$ cat config.mk
export PLATFORM = sky130hd
export DESIGN_NAME = rf_wb_arbiter
export DESIGN_NICKNAME = d
export VERILOG_FILES = /design/src/rtl/rf_wb_arbiter.sv
export SDC_FILE = /design/constraint.sdc
export NUM_CORES = 1
export LEC_CHECK = 0
export ABC_AREA = 0
export CORE_UTILIZATION = 36
export DETAILED_ROUTE_END_ITERATION = 8
export PLACE_DENSITY = 0.88
export SYNTH_ARGS = -nofsm -noshare
export SYNTH_HDL_FRONTEND = slang
export SYNTH_SLANG_ARGS = --single-unit
export TNS_END_PERCENT = 5
$ cat constraint.sdc
create_clock -name i_clk -period 1.61 [get_ports i_clk]
set_clock_uncertainty 0.2 [all_clocks]
set_input_delay 0.2415 -clock i_clk [delete_from_list [all_inputs] [get_ports i_clk]]
set_output_delay 0.2415 -clock i_clk [all_outputs]
set_load 0.005 [all_outputs]
$ cat src/rtl/rf_wb_arbiter.sv
// rf_wb_arbiter
//   Write-back arbiter and pending-write scoreboard for the 32x32 register
//   file. Two producers share the single write port: A (single-cycle ALU /
//   load path) and B (long-latency unit). Grants are round-robin; the winning
//   write is registered onto the RegWrite / Write_reg / Write_data port.
//   o_busy flags registers that an issued B operation has not yet written.
//
// Ports
//   i_clk, i_rst_n              clock, async active-low reset
//   i_a_valid/reg/data          requester A write request
//   o_a_ready                   A granted this cycle
//   i_b_valid/reg/data          requester B write request
//   o_b_ready                   B granted this cycle
//   i_issue_valid/reg           B-type operation issued, destination index
//   o_RegWrite/Write_reg/Write_data  registered register-file write port
//   o_busy                      per-register pending-B-write mask
module rf_wb_arbiter (
    input  logic        i_clk,
    input  logic        i_rst_n,
    input  logic        i_a_valid,
    input  logic [4:0]  i_a_reg,
    input  logic [31:0] i_a_data,
    output logic        o_a_ready,
    input  logic        i_b_valid,
    input  logic [4:0]  i_b_reg,
    input  logic [31:0] i_b_data,
    output logic        o_b_ready,
    input  logic        i_issue_valid,
    input  logic [4:0]  i_issue_reg,
    output logic        o_RegWrite,
    output logic [4:0]  o_Write_reg,
    output logic [31:0] o_Write_data,
    output logic [31:0] o_busy
);

    // 1: B was granted most recently, so A wins the next tie.
    logic        last_b;
    logic        src_b;
    logic        grant_a;
    logic        grant_b;
    logic        xfer;
    logic [4:0]  sel_reg;
    logic [31:0] sel_data;
    logic [31:0] busy_set;
    logic [31:0] busy_clr;

    always_comb begin
        grant_a  = i_a_valid & (~i_b_valid | last_b);
        grant_b  = i_b_valid & (~i_a_valid | ~last_b);
        xfer     = grant_a | grant_b;
        sel_reg  = grant_a ? i_a_reg  : i_b_reg;
        sel_data = grant_a ? i_a_data : i_b_data;
    end

    assign o_a_ready = grant_a;
    assign o_b_ready = grant_b;

    always_ff @(posedge i_clk or negedge i_rst_n) begin
        if (!i_rst_n) begin
            last_b       <= 1'b1;
            src_b        <= 1'b0;
            o_RegWrite   <= 1'b0;
            o_Write_reg  <= 5'd0;
            o_Write_data <= 32'd0;
        end else begin
            // Index 0 still completes the handshake but never writes.
            o_RegWrite <= xfer && (sel_reg != 5'd0);
            src_b      <= grant_b;
            if (xfer) begin
                last_b       <= grant_b;
                o_Write_reg  <= sel_reg;
                o_Write_data <= sel_data;
            end
        end
    end

    // Clear lands on the same edge the register file captures the B data,
    // so busy drops exactly when the value becomes readable. Set wins.
    always_comb begin
        busy_clr = '0;
        busy_set = '0;
        if (o_RegWrite && src_b) begin
            busy_clr = 32'd1 << o_Write_reg;
        end
        if (i_issue_valid) begin
            busy_set = 32'd1 << i_issue_reg;
        end
    end

    always_ff @(posedge i_clk or negedge i_rst_n) begin
        if (!i_rst_n) begin
            o_busy <= '0;
        end else begin
            o_busy <= ((o_busy & ~busy_clr) | busy_set) & ~32'd1;
        end
    end

endmodule

* Yosys cells after proc, flatten, opt, wreduce, memory -nomap -nowiden
Cells that the tools add are included.
** Cells by class
- Shifts and indexed selects :: 2
- Mux-type cells :: 4
- Bitwise operators :: 11
- Reductions and logical operators :: 3
** Operator list (number)
- $mux 32 :: 3
- $shl 1x5->32 const A :: 2
- $and 32x32->32 :: 1
- $not 32->32 :: 1
- $or 32x32->32 :: 1
- $mux 5 :: 1
- $reduce_bool 5->1 :: 1
- $not 1->1 :: 3
- $or 1x1->1 :: 3
- $and 1x1->1 :: 2
- $logic_and 1x1->1 :: 2
** Word-level totals
- Register bits :: 71
- Bits of input ports :: 84
- Output and inout port bits :: 72
- Word-level logic and storage cells :: 26

* Longest topological paths before layout
Gate-level depths: netlist of run 1.
- Word-level depth :: 6
- Mapped depth :: 5
- Depth with buffers taken out :: 3

* Least setup slack after synthesis of run 1
No wires, ideal clock.
- Kind :: flip-flop to flip-flop
- Start point :: reg last_b
- End point :: reg o_Write_data[27]
- Library setup time :: 0.123 ns
- Arrival time :: 1.190 ns
- Data required time :: 1.287 ns
- Path slack :: 0.097 ns
- Cell stages (with the launch flop) :: 6
- Buffers on the path :: 2
- Clock period less this slack :: 1.513 ns
- Cell sequence :: dfstp_2 -> nand2b_1 -> nand2_1 -> buf_4 -> buf_6 -> o221a_1
** Between the ends
- Word-level cells in the longest chain between the ends :: 4
- Elaborated cells on any way between the ends :: 7
- Classes of those cells :: mux: 1; bitwise: 6
** RTL lines
- start: declaration :: RTL line 37 : logic last_b;
- start signal: assignment :: RTL line 70 : last_b <= grant_b;
- $not 1->1 :: RTL line 49 : grant_b = i_b_valid & (~i_a_valid | ~last_b);
- $or 1x1->1 :: RTL line 49
- $and 1x1->1 :: RTL line 49
- $or 1x1->1 :: RTL line 50 : xfer = grant_a | grant_b;
- end signal: assignment :: RTL line 72 : o_Write_data <= sel_data;
- end: declaration :: RTL line 32 : output logic [31:0] o_Write_data,
Parallel ways exist; a longest one is shown, timed or not.
A chain may end at the register's enable or synchronous reset.

* Worst setup path after layout of run 1
- Start point :: reg last_b
- End point :: out o_a_ready
** Between the ends
- Word-level cells in the longest chain between the ends :: 2
** RTL lines
- $or 1x1->1 :: RTL line 48 : grant_a = i_a_valid & (~i_b_valid | last_b);
- $and 1x1->1 :: RTL line 48
- end: declaration :: RTL line 23 : output logic o_a_ready,
Every way passes these cells.

==> flow_summary.json, run 1 <==
{
  "run_status": "finished with violations",
  "failed_checks": "negative setup slack",
  "cp_slowest_stage_delay_ps": 550,
  "synth-edff-count": 0,
  "critPathCaptureType": "output pin",
  "htreeDepth": 3,
  "final_cell_count_no_fill": 557,
  "place.gp.congestion": 0.824,
  "power_mw": 5.17,
  "antenna_left": 0,
  "clock_latency_ps": 340,
  "dp_hpwl_mm": 7.24,
  "antenna_cells": 0,
  "final_nets": 531,
  "grt_pass1_wl_mm": 16.0,
  "dieArea_um2": 9150,
  "largest_reg_flops": 32,
  "design_area_um2": 5070,
  "cts_buffers": 9,
  "syn_inst": 269,
  "cts_tree": "built",
  "die_w_um": 95.7,
  "grt-busiest-layer": "met2",
  "synthesis.nets": 353,
  "antenna_found_initial": 0,
  "maxSlewViolCount": 0,
  "yosys.area.top_type": "dfrtp_1",
  "ir_worst_vdd_mv": 0.510,
  "rows": 33,
  "min_period_ps": 1680,
  "critPathSlowestCell": "dfstp_2",
  "place_ws_ps": -362,
  "crit_path_start_kind": "flip-flop",
  "path_class": "flip-flop to output pin",
  "vias": 3081,
  "ys_ff_latch": 71,
  "grt_pass1_vias": 3131,
  "drtPass1Iterations": 4,
  "synth.distinct_cells": 27,
  "synthFlopType": "dfrtp_1",
  "ys_seq_area_share_pct": 56.3,
  "setup_viol": 11,
  "required_ps": 1170,
  "critPathMaxFanout": 3,
  "grtUsageMet3_pct": 6.38,
  "grt_max_degree": 72,
  "yosys.area.top_type_share_pct": 55.4,
  "wl_mm": 10.1,
  "grt_usage_pct": 23.5,
  "cts.clk_slew.worst_paths_ps": 70,
  "dp.cells": 531,
  "synthArstFlopShare_pct": 100,
  "hold_path.class": "primary input to asynchronous set/reset pin",
  "worst_slack_ps": -67.9,
  "worstSetupEndpoint": "o_a_ready",
  "r2r_end": "o_Write_reg[3]",
  "synth_area_um2": 3160,
  "synth_commonest_cells": "dfrtp_1 (70), or3_1 (38), o21ai_0 (34)",
  "holdWs_ps": 217,
  "final_core_util_pct": 60.7,
  "rsz0062_at_grt": "true",
  "finalCritPeriodShare_pct": 104,
  "layout-drive-gt1-share_pct": 20.8,
  "boundaryPins": 156,
  "die_h_um": 95.7,
  "gr-usage-met1_pct": 28.1,
  "wire_per_inst_um": 18.1,
  "leakage_nw": 1.96,
  "yosysWarnings": 0,
  "cts_buffer_depth": 2,
  "overflow": 0,
  "drv_cap": 0,
  "worstSetupStartpoint": "last_b",
  "area_growth_pct": 60.4,
  "crit_chain": "nand2b_4, nand2_4, inv_2, buf_6",
  "start_util_pct": 37.9,
  "postPlaceCellArea_um2": 4860,
  "r2r_setup_slack_ps": -10,
  "core-area_um2": 8340,
  "root_buffer": "clkbuf_8",
  "hold_viol": 0,
  "drc": 0,
  "syn_avg_cell_area_um2": 11.7,
  "fmax_mhz": 596,
  "drt_iter0_markers": 115,
  "via_per_inst": 5.53,
  "ff2ff_path_depth": 5,
  "clock-sinks": 71,
  "grt.met2_usage_pct": 39.6,
  "synth_most_common_cell": "dfrtp_1",
  "power_per_cell_area_nw_per_um2": 1020,
  "port_buffers": 154,
  "synthTopCellsByArea": "dfrtp_1 (55%), o221a_2 (10%), or3_1 (7.5%), o21ai_0 (5.4%), o21ai_1 (4.6%)",
  "cp.arrival_ps": 1240,
  "tns_ps": -167,
  "timing.rr.start": "last_b"
}
-- worst min path at each step --
stage	start	endpoint	depth (start not counted)
after detailed placement	i_rst_n	o_Write_data[17]	2
after global routing	i_b_valid	last_b	3
after floorplan	i_rst_n	o_RegWrite	0
after global placement	i_rst_n	o_Write_data[25]	2
final	i_rst_n	o_Write_data[17]	3
after CTS	i_b_valid	last_b	3
-- where the power goes --
group          switching (mW)  total, mW  leakage, nW  internal [mW]
logic                   0.643       1.54         1.12          0.896
registers               0.204       2.37        0.752           2.17
clock network           0.658       1.26       0.0874          0.601
-- placed cells by master (no fill, tap or decap), types with 5 or more instances in the layout --
| master | instances |
|---|---|
| buf_4 | 28 |
| clkbuf_8 | 10 |
| clkdlybuf4s50_1 | 81 |
| dfrtp_1 | 64 |
| dfrtp_2 | 6 |
| dlygate4sd2_1 | 70 |
| nand2_1 | 5 |
| nand3b_1 | 9 |
| o21ai_0 | 31 |
| o21ai_1 | 30 |
| o221a_1 | 8 |
| o221a_2 | 29 |
| or3_1 | 37 |
-- logic make-up after synthesis --
family | synth area share (%)
AOI/OAI and AO/OA | 23.4
and+or+nand+nor | 15.7
DFF | 56.3
buffers and inverters | 4.55
other | 0.119
-- repair_timing --
action                                  CTS  global route
hold buffers                              1             0
endpoints found under the setup margin  100            51
endpoints found under the hold margin    70             0
setup buffers                             8             1
pin swaps                                 0             1
gates resized for setup                  88            10
-- worst max-delay path, delay by kind of cell (launching register included) --
kind | cells | cell delay, ps
buffers and inverters | 2 | 140
AND/OR/NAND/NOR | 2 | 190
flip-flops | 1 | 550
-- cell type report --
| class | instances | area [um^2] |
|---|---|---|
| clock buffer | 13 | 149 |
| clock inverter | 3 | 18.8 |
| fill | 674 | 3270 |
| inverter | 3 | 11.3 |
| multi-input combinational | 178 | 1280 |
| sequential | 71 | 1790 |
| tap | 105 | 131 |
| timing repair buffer | 184 | 1690 |
-- metal layers --
layer	vias up	wire length (um)
li1	1405	-
met1	1513	4010
met2	147	5080
met3	16	806
met4	0	191
met5	-	0
(Power assumes the default switching activity.)
==> run 2, diff against run 1 <==
- SLEW_MARGIN: default -> 30
==> results of run 2 <==
Same layout as run 1: the final DEF is identical, and so are final timing and power.
==> run 3, diff against run 2 <==
- CORE_UTILIZATION: 36 -> 40
- PLACE_DENSITY: 0.88 -> 0.92
- SLEW_MARGIN: 30 -> 25
- clock period: 1.61 -> 1.7 ns (I/O delays scaled with it)
==> run 3 against run 2 <==
  * The run now ends clean
  * Sequential cell count unchanged
  * Worst hold slack got worse by 59 ps
  * Utilization increased by 5.5 points
  * Die area decreased by 9.8%
  * Setup slack improved by 79 ps
  * Sequential share of layout area decreased by 0.24 points
  * Routed wire length decreased by 2.9%
  * Clock power increased by 6%
  * Non-clock buffer count decreased by 16
  * Critical path type unchanged
==> flow_summary.json, run 3 (same netlist as run 1, synthesis figures left out) <==
{
  "dp.cells": 520,
  "fill_cells": 583,
  "run_status": "complete, no violations",
  "required_ps": 1240,
  "grt_pass1_vias": 3189,
  "drc": 0,
  "final_core_util_pct": 66.3,
  "largest_reg_flops": 32,
  "port_buffers": 154,
  "grt_pass1_wl_mm": 15.6,
  "crit_chain": "nand2b_4, nand2_4, inv_2, buf_2",
  "power_frac_seq_pct": 44.1,
  "ir_worst_vdd_mv": 0.420,
  "min_period_ps": 1690,
  "regArea_um2": 1780,
  "fmax_mhz": 592,
  "dieArea_um2": 8260,
  "rsz0062_at_grt": "true",
  "area_growth_pct": 61.2,
  "grt_usage_pct": 24.2,
  "finalCritPeriodShare_pct": 99.3,
  "layout-drive-gt1-share_pct": 17.4,
  "cts_tree": "built",
  "p_sw_share_pct": 27.6,
  "final_common_cell": "clkdlybuf4s50_1",
  "clock-sinks": 71,
  "internal_power_mw": 3.74,
  "combPwrFrac_pct": 30.0,
  "antenna_found_initial": 0,
  "place_ws_ps": -255,
  "start_util_pct": 41.1,
  "cp.arrival_ps": 1230,
  "maxSlewViolCount": 0,
  "grt_max_degree": 39,
  "tns_ps": 0,
  "postPlaceCellArea_um2": 4800,
  "antenna_cells": 0,
  "holdWs_ps": 158,
  "layout_common_cells": "clkdlybuf4s50_1 (115), dfrtp_1 (66), or3_1 (38), o21ai_0 (33)",
  "vias": 3046,
  "drt_iter0_markers": 143,
  "crit_family": "flip-flops",
  "path_class": "flip-flop to output pin",
  "hold_path.class": "primary input to asynchronous set/reset pin",
  "final_cell_count_no_fill": 538,
  "crit_buf_inv": 2,
  "overflow": 0,
  "cp_slowest_stage_delay_ps": 550,
  "rows": 32,
  "power_mw": 5.17,
  "critPathMaxFanout": 3,
  "drv_cap": 0,
  "root_buffer": "clkbuf_8",
  "cts_buffers": 9,
  "cts_buffer_depth": 2,
  "crit_path_start_kind": "flip-flop",
  "die_w_um": 90.9,
  "critPathCaptureType": "output pin",
  "drtPass1Iterations": 4,
  "multi_input_area_um2": 1260,
  "dp_hpwl_mm": 7.03,
  "htreeDepth": 3,
  "boundaryPins": 156,
  "final_nets": 515,
  "wire_per_inst_um": 18.2,
  "leakage_nw": 2.04,
  "p_sw_mw": 1.43,
  "hold_viol": 0,
  "worst_slack_ps": 11.6,
  "design_area_um2": 5090,
  "power_per_cell_area_nw_per_um2": 1010,
  "clock_latency_ps": 340,
  "wl_mm": 9.78,
  "die_h_um": 90.9,
  "antenna_left": 0,
  "cts.clk_slew.worst_paths_ps": 80,
  "setup_viol": 0,
  "place.gp.congestion": 0.908,
  "critPathSlowestCell": "dfstp_2",
  "core-area_um2": 7690,
  "p_clk_share_pct": 25.9,
  "via_per_inst": 5.66
}
==> run 3: cell count changes in the layout (fill, tap and decap cells not counted), sizes merged <==
cell | before | now
buf | 32 | 16
bufinv | 0 | 1
clkbuf | 13 | 10
clkdlybuf4s50 | 81 | 115
clkinvlp | 0 | 2
dlygate4sd2 | 70 | 6
dlymetal6s2s | 0 | 30
==> run 3: power groups by stage <==
| stage | logic (mW) | clock network (mW) | registers (mW) |
|---|---|---|---|
| after CTS | 1.58 | 1.36 | 2.28 |
| after global routing | 1.67 | 1.43 | 2.33 |
| final | 1.55 | 1.34 | 2.28 |
| after floorplan | 0.477 | 0 | 2.29 |
| after detailed placement | 1.58 | 0 | 2.31 |
| after global placement | 1.52 | 0 | 2.30 |
==> run 3: path summary, 6_finish.rpt <==
check	startpoint	to	slack (ps)	cells past startpoint
max in group asynchronous	i_rst_n	last_b	600	3
min	i_rst_n	o_busy[23]	160	2
min reg2reg	last_b	last_b	290	2
min in group i_clk	last_b	last_b	290	2
max reg2reg	last_b	o_Write_data[1]	90	4
max	last_b	o_a_ready	10	4
==> run 3: timing repair <==
item	CTS	global route
hold endpoints to repair	70	0
hold buffers	1	0
buffers inserted	1	0
resized for setup	18	36
endpoints found under the setup margin	9	36
==> run 3: worst register-to-register path, stage by stage (launching register included) <==
cell and delay [ps]:
dfstp_2 550, nand2_1 50, nand2_1 100, buf_4 370
o221a_2 290
==> run 3: final cells by class <==
class                           instances  area share [%]
Clock buffer                           10            2.70
Clock inverter                          6            1.18
Inverter                                3           0.221
Multi-Input combinational cell        178            24.7
Sequential cell                        71            35.0
Tap cell                              102            2.51
Timing Repair Buffer                  168            33.7
==> run 3: layer usage <==
layer | vias up | track usage (%) | wire length, um
met1 | 1465 | 29.2 | 3800
met4 | 0 | 12.0 | 255
li1 | 1366 | - | -
met5 | - | 0 | 0
met3 | 28 | 6.23 | 847
met2 | 187 | 40.2 | 4880
